`config.mk`:
```
export PLATFORM = sky130hd
export DESIGN_NAME = rr_mux_reg
export DESIGN_NICKNAME = d
export VERILOG_FILES = /design/src/rtl/rr_mux_reg.sv
export SDC_FILE = /design/constraint.sdc
export NUM_CORES = 1
export LEC_CHECK = 0
export ABC_AREA = 1
export CAP_MARGIN = 0
export CORE_MARGIN = 2
export CORE_UTILIZATION = 39
export DETAILED_ROUTE_END_ITERATION = 8
export PLACE_DENSITY = 0.79
export REMOVE_ABC_BUFFERS = 1
export SLEW_MARGIN = 20
export SYNTH_ARGS = -nofsm -noshare
export SYNTH_HDL_FRONTEND = slang
export SYNTH_SLANG_ARGS = --single-unit
export TNS_END_PERCENT = 10
```
`constraint.sdc`:
```
create_clock -name clk -period 2.7 [get_ports clk]
set_input_delay 0.54 -clock clk [delete_from_list [all_inputs] [get_ports clk]]
set_output_delay 0.54 -clock clk [all_outputs]
set_load 0.02 [all_outputs]
```
`src/rtl/rr_mux_reg.sv`:
```
`default_nettype none
// =============================================================================
// Module   : rr_mux_reg
// Brief    : N-channel round-robin multiplexer with a one-entry registered
//            valid/ready output stage and a forced-select override.
// Revision : 1.0  initial release
// =============================================================================
module rr_mux_reg #(
    parameter  int WIDTH    = 5,
    parameter  int CHANNELS = 4,
    localparam int SELW     = $clog2(CHANNELS)
) (
    input  logic                      clk,
    input  logic                      rst_n,
    input  logic [CHANNELS*WIDTH-1:0] in_data,
    input  logic [CHANNELS-1:0]       in_valid,
    output logic [CHANNELS-1:0]       in_ready,
    input  logic                      force_en,
    input  logic [SELW-1:0]           force_sel,
    output logic [WIDTH-1:0]          out_data,
    output logic [SELW-1:0]           out_chan,
    output logic                      out_valid,
    input  logic                      out_ready
);

    logic [SELW-1:0]       r_ptr;
    logic [WIDTH-1:0]      r_out_data;
    logic [SELW-1:0]       r_out_chan;
    logic                  r_out_valid;

    logic [2*CHANNELS-1:0] w_req2;
    logic                  w_rr_found;
    logic [SELW-1:0]       w_rr_idx;
    logic                  w_force_hit;
    logic                  w_win_valid;
    logic [SELW-1:0]       w_win_idx;
    logic [WIDTH-1:0]      w_win_data;
    logic                  w_load_en;
    logic                  w_xfer;
    logic [SELW-1:0]       w_ptr_next;

    // Doubled request vector: scanning upward from ptr covers the wrap-around
    // without any modulo arithmetic, so non-power-of-2 CHANNELS just works.
    assign w_req2 = {in_valid, in_valid};

    always_comb begin
        w_rr_found = 1'b0;
        w_rr_idx   = '0;
        for (int j = 0; j < 2*CHANNELS; j++) begin
            if (!w_rr_found && (j >= int'(r_ptr)) && w_req2[j]) begin
                w_rr_found = 1'b1;
                w_rr_idx   = (j >= CHANNELS) ? SELW'(j - CHANNELS) : SELW'(j);
            end
        end
    end

    // An out-of-range force_sel matches no channel and therefore never wins.
    always_comb begin
        w_force_hit = 1'b0;
        for (int i = 0; i < CHANNELS; i++) begin
            if (force_sel == SELW'(i)) begin
                w_force_hit = in_valid[i];
            end
        end
    end

    assign w_win_valid = force_en ? w_force_hit : w_rr_found;
    assign w_win_idx   = force_en ? force_sel   : w_rr_idx;
    assign w_load_en   = !r_out_valid || out_ready;
    assign w_xfer      = w_load_en && w_win_valid;
    assign w_ptr_next  = (w_win_idx == SELW'(CHANNELS - 1)) ? '0 : w_win_idx + SELW'(1);

    always_comb begin
        w_win_data = '0;
        for (int i = 0; i < CHANNELS; i++) begin
            if (w_win_idx == SELW'(i)) begin
                w_win_data = in_data[i*WIDTH +: WIDTH];
            end
        end
    end

    always_comb begin
        in_ready = '0;
        for (int i = 0; i < CHANNELS; i++) begin
            in_ready[i] = w_xfer && (w_win_idx == SELW'(i));
        end
    end

    always_ff @(posedge clk or negedge rst_n) begin
        if (!rst_n) begin
            r_ptr       <= '0;
            r_out_data  <= '0;
            r_out_chan  <= '0;
            r_out_valid <= 1'b0;
        end else if (w_xfer) begin
            r_out_data  <= w_win_data;
            r_out_chan  <= w_win_idx;
            r_out_valid <= 1'b1;
            // Forced grants leave the fairness pointer untouched.
            if (!force_en) begin
                r_ptr <= w_ptr_next;
            end
        end else if (out_ready) begin
            r_out_valid <= 1'b0;
        end
    end

    assign out_data  = r_out_data;
    assign out_chan  = r_out_chan;
    assign out_valid = r_out_valid;

endmodule
`default_nettype wire
```
## Yosys cells after proc, flatten, opt, wreduce, memory -nomap -nowiden

Cells that the tools add are included.

| storage, ports and cells | value |
|---|---|
| bits in read-only memories | 0 |
| memories | 0 |
| word-level logic and storage cells | 71 |
| memory bits (writable) | 0 |
| output and inout port bits | 12 |
| bits in registers | 10 |
| bits in latches | 0 |

| cells by class | value |
|---|---|
| shift operators | 0 |
| reduce and logical (&&, ||, !) cells | 28 |
| equality and inequality tests | 6 |
| add/sub/neg operators | 1 |
| divide/modulo/power cells | 0 |
| multiplexer cells | 28 |
| multipliers | 0 |
| $lt $le $gt $ge | 3 |
| bitwise gates (word level) | 1 |

Operators with widths:

| cell | number |
|---|---|
| $mux W5 | 4 |
| $mux W1 | 16 |
| $mux W2 | 8 |
| $logic_and A1 B1 Y1 | 15 |
| $eq A2 B2 Y1 const B | 4 |
| $logic_not A1 Y1 | 8 |
| $eq A2 B1 Y1 const B | 2 |
| $ge A1 B2 Y1 const A | 2 |
| $logic_not A2 Y1 | 2 |
| $add A2 B1 Y2 const B | 1 |
| $ge A2 B2 Y1 const A | 1 |
| $reduce_and A2 Y1 | 1 |
| $reduce_bool A2 Y1 | 1 |
| $logic_or A1 B1 Y1 | 1 |
| $not A1 Y1 | 1 |

## Depth between registers and ports, before layout

Gate-level depths: netlist of the first run.

| logic depth | value |
|---|---|
| word-level depth | 32 |
| mapped depth | 16 |
| mapped depth without buffers | 16 |

## Least setup slack after synthesis of the first run

Ideal clock, no wire load.

| timing | value |
|---|---|
| path type | input-to-output |
| from | input in_valid[1] |
| to | output in_ready[3] |
| stages on the path | 9 |
| path buffers | 1 |
| data arrival time | 1.863 ns |
| required time | 2.160 ns |
| path slack | 0.297 ns |
| cell sequence | nand2_1 > nand2_2 > nor2_4 > nand4_1 > a21oi_2 > ha_1 > clkbuf_1 > inv_1 > nor2_1 |

| between the ends | value |
|---|---|
| cells in the longest elaborated chain, start to end | 24 |

RTL lines:

| item | line | source |
|---|---|---|
| start: declaration | 16 | `input logic [CHANNELS-1:0] in_valid,` |
| $logic_and A1 B1 Y1 | 50 | `if (!w_rr_found && (j >= int'(r_ptr)) && w_req2[j]) begin` |
| $mux W1 | 50 |  |
| $logic_not A1 Y1 | 50 |  |
| $logic_and A1 B1 Y1 (2 in series) | 50 |  |
| $mux W1 | 50 |  |
| $logic_not A1 Y1 | 50 |  |
| $logic_and A1 B1 Y1 | 50 |  |
| $mux W1 | 50 |  |
| [8 not listed] | - |  |
| $mux W1 | 50 |  |
| $logic_not A1 Y1 | 50 |  |
| $logic_and A1 B1 Y1 | 50 |  |
| $mux W2 (*) | 50 |  |
| $mux W2 (*) | 68 | `assign w_win_idx = force_en ? force_sel : w_rr_idx;` |
| via w_win_idx[1] | 36 | `logic [SELW-1:0] w_win_idx;` |
| $eq A2 B2 Y1 (*) | 85 | `in_ready[i] = w_xfer && (w_win_idx == SELW'(i));` |
| $logic_and A1 B1 Y1 (*) | 85 |  |
| end: declaration | 17 | `output logic [CHANNELS-1:0] in_ready,` |

Mark *: on every way through the listed nets, which the timed path passes. The rest lies on a longest branch.

## Worst setup path in the final report of the first run

| timing | value |
|---|---|
| from | input force_en |
| to | output in_ready[3] |

| between the ends | value |
|---|---|
| cells in the longest elaborated chain, start to end | 3 |

RTL lines:

| item | line | source |
|---|---|---|
| start: declaration | 18 | `input logic force_en,` |
| $mux W2 | 68 |  |
| via w_win_idx[1] | 36 |  |
| $eq A2 B2 Y1 | 85 |  |
| $logic_and A1 B1 Y1 | 85 |  |

The timed path passes the listed nets, and every way through them passes these cells.

==> summary.md, run 1 <==
| Metric | Value |
|---|---|
| Status | `finished, final reports clean` |
| Hold-fix buffers at CTS | `0` |
| Max-cap violations | `0` |
| Pwr Total | `0.799 mW` |
| CP endpoint kind | `output port` |
| Number of detailed-route iterations in the first pass | `4` |
| Initial antenna violation count | `0` |
| CP Class | `in2out` |
| Number of flops mapped to enable cells by yosys | `0` |
| Top cell type's share of synthesized area | `30.4%` |
| Ports | `42` |
| Final setup vio count | `0` |
| R2r setup slk | `0.45 ns` |
| CTS max path bufs | `2` |
| Leakage power | `0.770 nW` |
| Post-Place Worst Slack | `-0.439 ns` |
| Vias in the first global route | `930` |
| GP Congestion | `0.872` |
| Crit path max-delay cell type | `clkdlybuf4s50_1` |
| Final hold vios | `0` |
| Post-Syn Instances | `125` |
| Req. time, crit path | `2.16 ns` |
| Gate family responsible for the most delay along the worst path | `buffers and inverters` |
| Cell row count | `16` |
| Gr usage total | `19.3%` |
| Post-synth ARST share | `100%` |
| Max Freq | `0.389 GHz` |
| CP dominant cell by count | `buf_4` |
| CTS tree | `built` |
| Ys flop type | `dfrtp_1` |
| Yosys reg bits | `10` |
| Worst Skew | `0.000784 ns` |
| Worst slew margin | `72.6%` |
| # DRC | `0` |
| Clock Pin Slew Worst Setup and Hold Paths | `0.06 ns` |
| Clk sinks | `10` |
| Xor/xnor cell area share of the yosys netlist | `0%` |
| Mean Syn Cell Area | `6.59 um2` |
| Setup crit end | `in_ready[3]` |
| CP max stage delay | `0.43 ns` |
| RSZ-0062 raised after global routing | `no` |
| Die X | `49.9 um` |
| Max FO, Critical Path | `3` |
| Simple-gate share of the synthesized area | `40.6%` |
| Final WL | `2.44 mm` |
| First-pass GRT wire length | `3.77 mm` |
| Sum of negative setup slack | `0 ns` |
| Global route total overflow | `0` |
| Worst-Skew Late Latency | `0.25 ns` |
| Compound-Gate Fraction of Synth Area | `14.3%` |
| Worst setup startpoint | `force_en` |
| Post-synthesis cell area | `823 um2` |
| Terminus of the critical flop-to-flop path | `out_data[3]` |
| Startpoint class of the critical path | `input port` |
| Area leader, netlist | `dfrtp_1` |
| Fraction of the mapped netlist area in adder cells | `6.08%` |
| Finished Cell Area | `1480 um2` |
| DR WL/cell | `11.1 um` |
| Max rail drop VDD | `309 uV` |
| # nets final | `229` |
| # H-tree levels | `1` |
| Routed Antenna Nets | `0` |
| Distinct cells, synth | `24` |
| Die Y | `49.9 um` |
| Reg-to-reg startpoint | `r_ptr[1]` |
| Core region area | `1980 um2` |
| Worst hold-check path type | `reg2reg` |
| Final Max Slew Viols | `0` |
| Power density over the cells | `540 nW/um2` |
| Starting Density | `41.5%` |
| Reg2Reg Depth | `16` |
| Synth area leaders | `dfrtp_1 30%, nand2_1 19%, o21ai_0 7.3%` |
| N_diodes | `0` |
| Pin count of the biggest net entering global routing | `11` |
| Area grow syn2layout | `79.8%` |
| Slew @ Worst Pin | `0.410 ns` |
| Buffers added on ports | `41` |
| Vias | `1060` |
| Clock Root Buffer | `clkbuf_4` |
| Hpwl dp | `2.02 mm` |
| CTS buffer count | `3` |
| Final WS setup | `0.131 ns` |
| Cell count along the critical path | `9` |
| Vias per inst | `4.82` |
| Seq/Total Area, Yosys | `30.4%` |
| Buf+Inv Stages, Crit Path | `5` |
| Arrival time at the worst endpoint | `2.03 ns` |
| Final min period | `2.57 ns` |
| Fin util | `74.7%` |
| DR iter-0 viols | `23` |
| Synth warn | `0` |
| Final Cycle Share | `95.1%` |
| Die ar. | `2490 um2` |
| Layout cells sized above 1 | `26.9%` |
| Cell chain of the critical path | `clkdlybuf4s50_1, buf_4, a31oi_1, a21oi_2, buf_4, ha_1, inv_1, nor2_1, buf_4` |
| Placed Area | `1420 um2` |
| Mux cell area share after synthesis | `0%` |
| Largest family of logic cells by synthesized area | `simple AND/OR/NAND/NOR gates` |
-- layer usage --
| metal | part of all wire (%) | global-route usage [%] |
|---|---|---|
| met4 | 1.4 | 6.94 |
| met3 | 2.1 | 1.82 |
| met5 | 0 | 0 |
| met2 | 53 | 34.4 |
| met1 | 43 | 23.8 |
-- report_power, final --
part,switching [mW],internal (mW),total (mW)
sequential,0.0275,0.195,0.223
clock,0.0437,0.0511,0.0948
combinational,0.243,0.239,0.482
-- timing repair --
item                                   CTS  global route
resized for setup                       18            12
setup endpoints to repair                6             9
endpoints found under the hold margin    0             0
pin swaps                                2             6
buffers inserted                         1             3
-- layout make-up --
| cell class | instances | area (um2) |
|---|---|---|
| Fill cell | 157 | 502 |
| Clock buffer | 3 | 22.5 |
| Inverter | 15 | 56.3 |
| Tap cell | 27 | 33.8 |
| Sequential cell | 10 | 250 |
| Multi-Input combinational cell | 98 | 517 |
| Timing Repair Buffer | 67 | 601 |
-- worst register-to-register path, delay by kind of cell (launching register included) --
kind | cells | cell delay (ns)
AO/OA/AOI/OAI | 3 | 0.42
flip-flops | 1 | 0.39
adder cells (fa/ha/maj) | 1 | 0.20
AND/OR/NAND/NOR | 9 | 0.86
buffers and inverters | 3 | 0.31
-- state kept, by name, indices dropped and copies added, names as in the netlist --
signal and count:
out_chan 2, out_valid 1, r_ptr 2, out_data 5
-- cell families (layout without fill, tap and decap cells) --
logic type               count (synthesis)  count (layout)
AO/OA/AOI/OAI                           22              22
adder cells (fa/ha/maj)                  4               4
buffers and inverters                   17              85
flip-flops                              10              10
AND/OR/NAND/NOR                         72              72
-- cell usage after synthesis (2+ instances only) --
library cell and count:
a21oi_1 6, nand2_2 3, inv_2 2, nor2_2 2
dfrtp_1 10, inv_1 12, nand2_1 42, nand3_1 9
nor2_1 7, ha_1 4, nand4_1 4, o21ai_0 12
-- placed cells by master, fill, tap and decap left out, drive strengths merged, types with 4 or more instances in the layout --
cell type,Yosys,layout
nand2,46,46
clkdlybuf4s50,0,33
buf,1,30
inv,14,15
o21ai,13,13
dfrtp,10,10
nand3,10,10
nor2,10,10
a21oi,7,7
nand4,4,4
ha,4,4
dlymetal6s2s,0,4
-- worst min-delay path by stage --
stage,startpoint,to,slack [ns],depth (start not counted)
after global routing,out_data[0],out_data[0],0.51,2
after CTS,out_data[3],out_data[3],0.48,2
after detailed placement,out_data[3],out_data[3],0.46,2
after global placement,out_data[0],out_data[0],0.46,2
final,out_data[3],out_data[3],0.48,2
after floorplan,rst_n,out_chan[0],0.24,0
-- through the flow --
stage	hold WS, ns	std cells
global route	0.506	220
detailed placement	0.464	213
CTS	0.481	217
finish	0.479	220
global placement	0.463	213
floorplan	0.244	123
Power figures use the tool's default switching activity.
==> run 2, diff against run 1 <==
- ABC_AREA: 1 -> default
- SKIP_LAST_GASP: default -> 1
==> run 2 against run 1 <==
Compared with the run above:
- worst hold slack improved by 0.036 ns
- synthesized area down 1.1%
- wire length increased by 4.5%
- critical path type is now in2reg
==> summary.md, run 2 <==
| Metric | Value |
|---|---|
| Reg power frac | `26.6%` |
| Worst setup startpoint | `in_valid[0]` |
| Ports | `42` |
| Final hold vios | `0` |
| Buffers added on ports | `41` |
| RSZ-0062 raised after global routing | `yes` |
| Number of fill cells | `153` |
| Most common cell after layout, fill and taps aside | `clkdlybuf4s50_1` |
| Startpoint class of the critical path | `input port` |
| Power density over the cells | `676 nW/um2` |
| Leakage power | `0.665 nW` |
| Area grow syn2layout | `81.0%` |
| N_diodes | `0` |
| Cells after DPL | `162` |
| Starting Density | `41.5%` |
| Die Y | `49.7 um` |
| Reg-to-reg startpoint | `r_ptr[1]` |
| Area leader, netlist | `dfrtp_1` |
| Commonest cells in the synthesized netlist | `10 x dfrtp_1, 9 x nand2_1` |
| Ys flop type | `dfrtp_1` |
| Gr usage total | `23.4%` |
| First-pass GRT wire length | `4.28 mm` |
| Global route total overflow | `0` |
| Fin Hold WS | `0.515 ns` |
| Seq/Total Area, Yosys | `30.7%` |
| CP Class | `in2reg` |
| Clock network power share | `14.1%` |
| Status | `finished, final reports clean` |
| Routed Antenna Nets | `0` |
| Synth warn | `0` |
| Hpwl dp | `1.80 mm` |
| Max rail drop VDD | `518 uV` |
| Final Max Slew Viols | `0` |
| Clock Root Buffer | `clkbuf_4` |
| Synth area leaders | `dfrtp_1 31%, mux2_4 9.2%, mux2_2 6.9%` |
| Final min period | `2.64 ns` |
| Die ar. | `2470 um2` |
| Worst-Skew Late Latency | `0.28 ns` |
| CTS tree | `built` |
| Req. time, crit path | `2.87 ns` |
| Number of detailed-route iterations in the first pass | `4` |
| DR WL/cell | `14.4 um` |
| # H-tree levels | `1` |
| Distinct cells, synth | `29` |
| Worst slew margin | `70.2%` |
| Part of the power in combinational logic | `59.3%` |
| Arrival time at the worst endpoint | `2.81 ns` |
| Worst Skew | `0.00763 ns` |
| GP Congestion | `0.868` |
| Post-synth ARST share | `100%` |
| Vias | `897` |
| Initial antenna violation count | `0` |
| Final setup vio count | `0` |
| Max-cap violations | `0` |
| CTS buffer count | `3` |
| Most frequent cells in the layout | `32 x clkdlybuf4s50_1, 24 x buf_4, 10 x dfrtp_1` |
| Final WL | `2.55 mm` |
| Final Cycle Share | `97.7%` |
| Post-Syn Instances | `85` |
| Yosys reg bits | `10` |
| Top cell type's share of synthesized area | `30.7%` |
| Clock Pin Slew Worst Setup and Hold Paths | `0.07 ns` |
| Post-Place Worst Slack | `-0.754 ns` |
| Net switching power | `0.364 mW` |
| Hold_sp | `out_data[4]` |
| Switching part of the total | `36.5%` |
| Vias per inst | `5.07` |
| Vias in the first global route | `961` |
| Layout cells sized above 1 | `38.0%` |
| Max FO, Critical Path | `5` |
| Mean Syn Cell Area | `9.58 um2` |
| Largest register FFs | `5` |
| # nets final | `185` |
| Final WS setup | `0.0624 ns` |
| Post-synthesis cell area | `815 um2` |
| Worst hold-check path type | `reg2reg` |
| Number of flops mapped to enable cells by yosys | `0` |
| Cell row count | `16` |
| Clk sinks | `10` |
| DR iter-0 viols | `11` |
| Count leader, synth | `dfrtp_1` |
| Die X | `49.7 um` |
| # DRC | `0` |
| Fin cells | `177` |
| CP endpoint kind | `register` |
| Slew @ Worst Pin | `0.446 ns` |
| Int Power | `0.633 mW` |
| Pin count of the biggest net entering global routing | `11` |
| Core region area | `1960 um2` |
| Max Freq | `0.379 GHz` |
| CTS max path bufs | `2` |
run 2: changes by cell type in the layout (fill, tap and decap cells not counted), sizes merged, moves of 5 or more:
cell,before,now
nand2,46,9
o21ai,13,6
inv,15,4
and2,0,5
nor2,10,4
mux2,0,10
nor2b,0,5
nand3,10,0
run 2: metal layers:
metal / part of all wire (%) / vias to the layer above / global-route usage, %
li1: - / 440 / -
met1: 38 / 420 / 22.9
met2: 55 / 32 / 46.7
met3: 6.0 / 5 / 6.36
met4: 1.2 / 0 / 6.94
met5: 0 / - / 0
run 2: kinds of logic after synthesis:
kind of cell | share of synthesized area, %
flip-flops | 30.7
AO/OA/AOI/OAI | 21.2
multiplexers | 17.4
AND/OR/NAND/NOR | 20.4
adder cells (fa/ha/maj) | 6.14
buffers and inverters | 4.15
run 2: worst paths after layout:
check	to	slack [ns]	cells past startpoint
setup / recovery	out_chan[1]	0.06	17
hold / removal	out_data[4]	0.51	1
hold reg to reg	out_data[4]	0.51	1
min in group asynchronous	r_ptr[0]	0.57	1
max in group asynchronous	out_data[3]	1.82	1
setup reg to reg	out_data[2]	0.19	9
run 2: area by class of cell:
type	count	area [um2]	share of cell area [%]
Multi-Input combinational cell	68	574	39.0
Clock buffer	4	36.3	2.46
Tap cell	27	33.8	2.29
Inverter	4	15.0	1.02
Timing Repair Buffer	64	564	38.3
Sequential cell	10	250	17.0
run 2: timing repair:
action	in CTS	in global routing
gates cloned	0	0
buffers inserted	11	0
endpoints found under the setup margin	9	8
pin swaps	2	1
gates resized for setup	30	5
hold buffers	0	0
run 2: critical path, cell delays in order:
cell	delay [ns]
clkdlybuf4s15_1	0.31
buf_4	0.17
nand2b_1	0.07
a21oi_1	0.15
o21ai_1	0.12
buf_4	0.15
buf_4	0.12
buf_4	0.12
buf_4	0.12
buf_4	0.12
buf_4	0.12
buf_4	0.12
buf_4	0.12
buf_4	0.12
buf_4	0.12
buf_4	0.12
o2bb2ai_1	0.11
run 2: power by group through the flow:
stage / registers [mW] / clock network [mW] / logic (mW)
finish: 0.265 / 0.141 / 0.591
detailed placement: 0.263 / 0 / 0.518
CTS: 0.264 / 0.146 / 0.579
floorplan: 0.311 / 0 / 0.225
global route: 0.273 / 0.153 / 0.636
global placement: 0.256 / 0 / 0.507
run 2: through the flow:
| stage | power (mW) | setup TNS, ns | util [%] | cell area [um2] |
|---|---|---|---|---|
| CTS | 0.989 | 0 | 73.9 | 1450 |
| floorplan | 0.535 | 0 | - | 796 |
| detailed placement | 0.781 | -5.76 | 67.8 | 1330 |
| finish | 0.997 | 0 | 75.1 | 1470 |
| global route | 1.06 | -0.0973 | 75.1 | 1470 |
| global placement | 0.763 | -4.67 | 67.8 | 1330 |
==> run 3, diff against run 2 <==
- CORE_UTILIZATION: 39 -> 25
- CTS_BUF_LIST: default -> sky130_fd_sc_hd__clkbuf_4 sky130_fd_sc_hd__clkbuf_8
- PLACE_DENSITY: 0.79 -> default
- clock period: 2.7 -> 2.3 ns (I/O delays scaled with it)
==> run 3 against run 2 <==
Compared with the run above:
- clock power increased by 11%
- wire length decreased by 9.0%
- sequential share of layout area decreased by 0.76 points
- sequential power increased by 15%
- final area increased by 5.2%
- highest routed layer is now met3
- worst setup slack got worse by 0.10 ns
- flip-flop and latch count unchanged
- critical path type is now in2out
- the flow now finishes with violations (negative setup slack)
- first-iteration DRC count increased to 3.5 times the previous value
- non-clock buffer count decreased by 5
- cell count increased by 6.8%
==> summary.md, run 3 (synthesis results as in run 2) <==
| Metric | Value |
|---|---|
| Slew @ Worst Pin | `0.461 ns` |
| Worst Skew | `0.000756 ns` |
| Req. time, crit path | `1.84 ns` |
| CTS max path bufs | `2` |
| Cell chain of the critical path | `clkdlybuf4s15_2, buf_6, nor4b_2, a31oi_1, o21ai_2, and2_4, ha_2, and2_2, buf_4` |
| Vias in the first global route | `852` |
| Routed Antenna Nets | `0` |
| # nets final | `180` |
| Area of the multi-input gates | `642 um2` |
| Global route total overflow | `0` |
| Fin util | `50.4%` |
| Final hold vios | `0` |
| Max Freq | `0.427 GHz` |
| CP Class | `in2out` |
| Final WS setup | `-0.0396 ns` |
| # DRC | `0` |
| CTS tree | `built` |
| Hold-fix buffers at CTS | `0` |
| Crit path max-delay cell type | `clkdlybuf4s15_2` |
| Area grow syn2layout | `90.3%` |
| Largest register FFs | `5` |
| Hpwl dp | `1.83 mm` |
| Max FO, Critical Path | `4` |
| Worst slew margin | `69.2%` |
| Leakage power | `0.651 nW` |
| Die ar. | `3730 um2` |
| Buffers added on ports | `41` |
| Die Y | `61.1 um` |
| Vias per inst | `4.72` |
| Die X | `61.1 um` |
| DR iter-0 viols | `39` |
| RSZ-0062 raised after global routing | `yes` |
| Max rail drop VDD | `360 uV` |
| Most frequent cells in the layout | `31 x clkdlybuf4s50_1, 18 x buf_4, 9 x dfrtp_1` |
| Register area | `251 um2` |
| Most common cell after layout, fill and taps aside | `clkdlybuf4s50_1` |
| Post-Place Worst Slack | `-1.01 ns` |
| Arrival time at the worst endpoint | `1.88 ns` |
| Worst-Skew Late Latency | `0.26 ns` |
| GP Congestion | `0.830` |
| First-pass GRT wire length | `3.59 mm` |
| Failing checks | `negative setup slack` |
| Core region area | `3080 um2` |
| CP max stage delay | `0.20 ns` |
| Clock Root Buffer | `clkbuf_4` |
| Starting Density | `26.5%` |
| Gr usage total | `12.9%` |
| Final Cycle Share | `102%` |
| Power density over the cells | `754 nW/um2` |
| Clock Pin Slew Worst Setup and Hold Paths | `0.07 ns` |
| Cell row count | `20` |
| Startpoint class of the critical path | `input port` |
| Fin Hold WS | `0.512 ns` |
| Final min period | `2.34 ns` |
| Final WL | `2.32 mm` |
| CTS buffer count | `3` |
| Number of detailed-route iterations in the first pass | `4` |
| Final setup vio count | `2` |
| Worst hold-check path type | `in2async` |
| Number of fill cells | `294` |
| Ports | `42` |
| DR WL/cell | `12.3 um` |
| Final Max Slew Viols | `0` |
| Clk sinks | `10` |
| Vias | `892` |
| Pin count of the biggest net entering global routing | `11` |
| Initial antenna violation count | `0` |
| Status | `finished, violations left` |
| # H-tree levels | `1` |
| Pwr Total | `1.17 mW` |
| CP endpoint kind | `output port` |
| Max-cap violations | `0` |
| N_diodes | `0` |
| Layout cells sized above 1 | `46.9%` |
run 3: worst max-delay path, delay by kind of cell:
kind,cells,cell delay (ns)
adder cells (fa/ha/maj),1,0.17
AND/OR/NAND/NOR,3,0.47
AO/OA/AOI/OAI,2,0.30
buffers and inverters,3,0.47
run 3: report_power, final:
group          total (mW)  internal (mW)  switching (mW)
sequential          0.305          0.249          0.0560
clock               0.157         0.0961          0.0608
combinational       0.706          0.404           0.303
total                1.17          0.749           0.419
run 3: area by class of cell:
type | instances | share of cell area, %
Tap cell | 44 | 3.55
Inverter | 4 | 0.969
Timing Repair Buffer | 59 | 35.5
Multi-Input combinational cell | 68 | 41.4
Clock buffer | 4 | 2.34
Sequential cell | 10 | 16.2
run 3: path summary, 6_finish.rpt:
kind | slack (ns) | depth (start not counted) | end | startpoint
max | -0.04 | 9 | in_ready[3] | in_valid[2]
min | 0.51 | 1 | out_data[2] | rst_n
max reg2reg | 0.05 | 10 | out_data[3] | r_ptr[1]
min reg2reg | 0.51 | 1 | out_data[0] | out_data[0]
max in group asynchronous | 1.45 | 1 | r_ptr[1] | rst_n
min in group clk | 0.51 | 1 | out_data[0] | out_data[0]
run 3: timing repair:
item	in CTS	in global routing
gates resized for setup	63	3
endpoints found under the hold margin	0	0
setup buffers	1	0
setup endpoints to repair	9	9
pin swaps	9	7
run 3: per-stage QoR:
step | area [um2] | setup TNS, ns | instances
after global routing | 1550 | -0.729 | 189
after global placement | 1390 | -7.73 | 184
after CTS | 1540 | -0.0776 | 189
after floorplan | 796 | 0 | 82
final | 1550 | -0.0592 | 189
after detailed placement | 1390 | -8.63 | 184
run 3: routing by layer:
metal	routed length [um]	part of all wire, %	up-vias	global-route usage (%)
met1	989	43	427	14.6
met3	215	9.3	0	3.99
met4	0	0	0	2.80
met2	1120	48	36	23.7
li1	-	-	429	-
met5	0	0	-	0
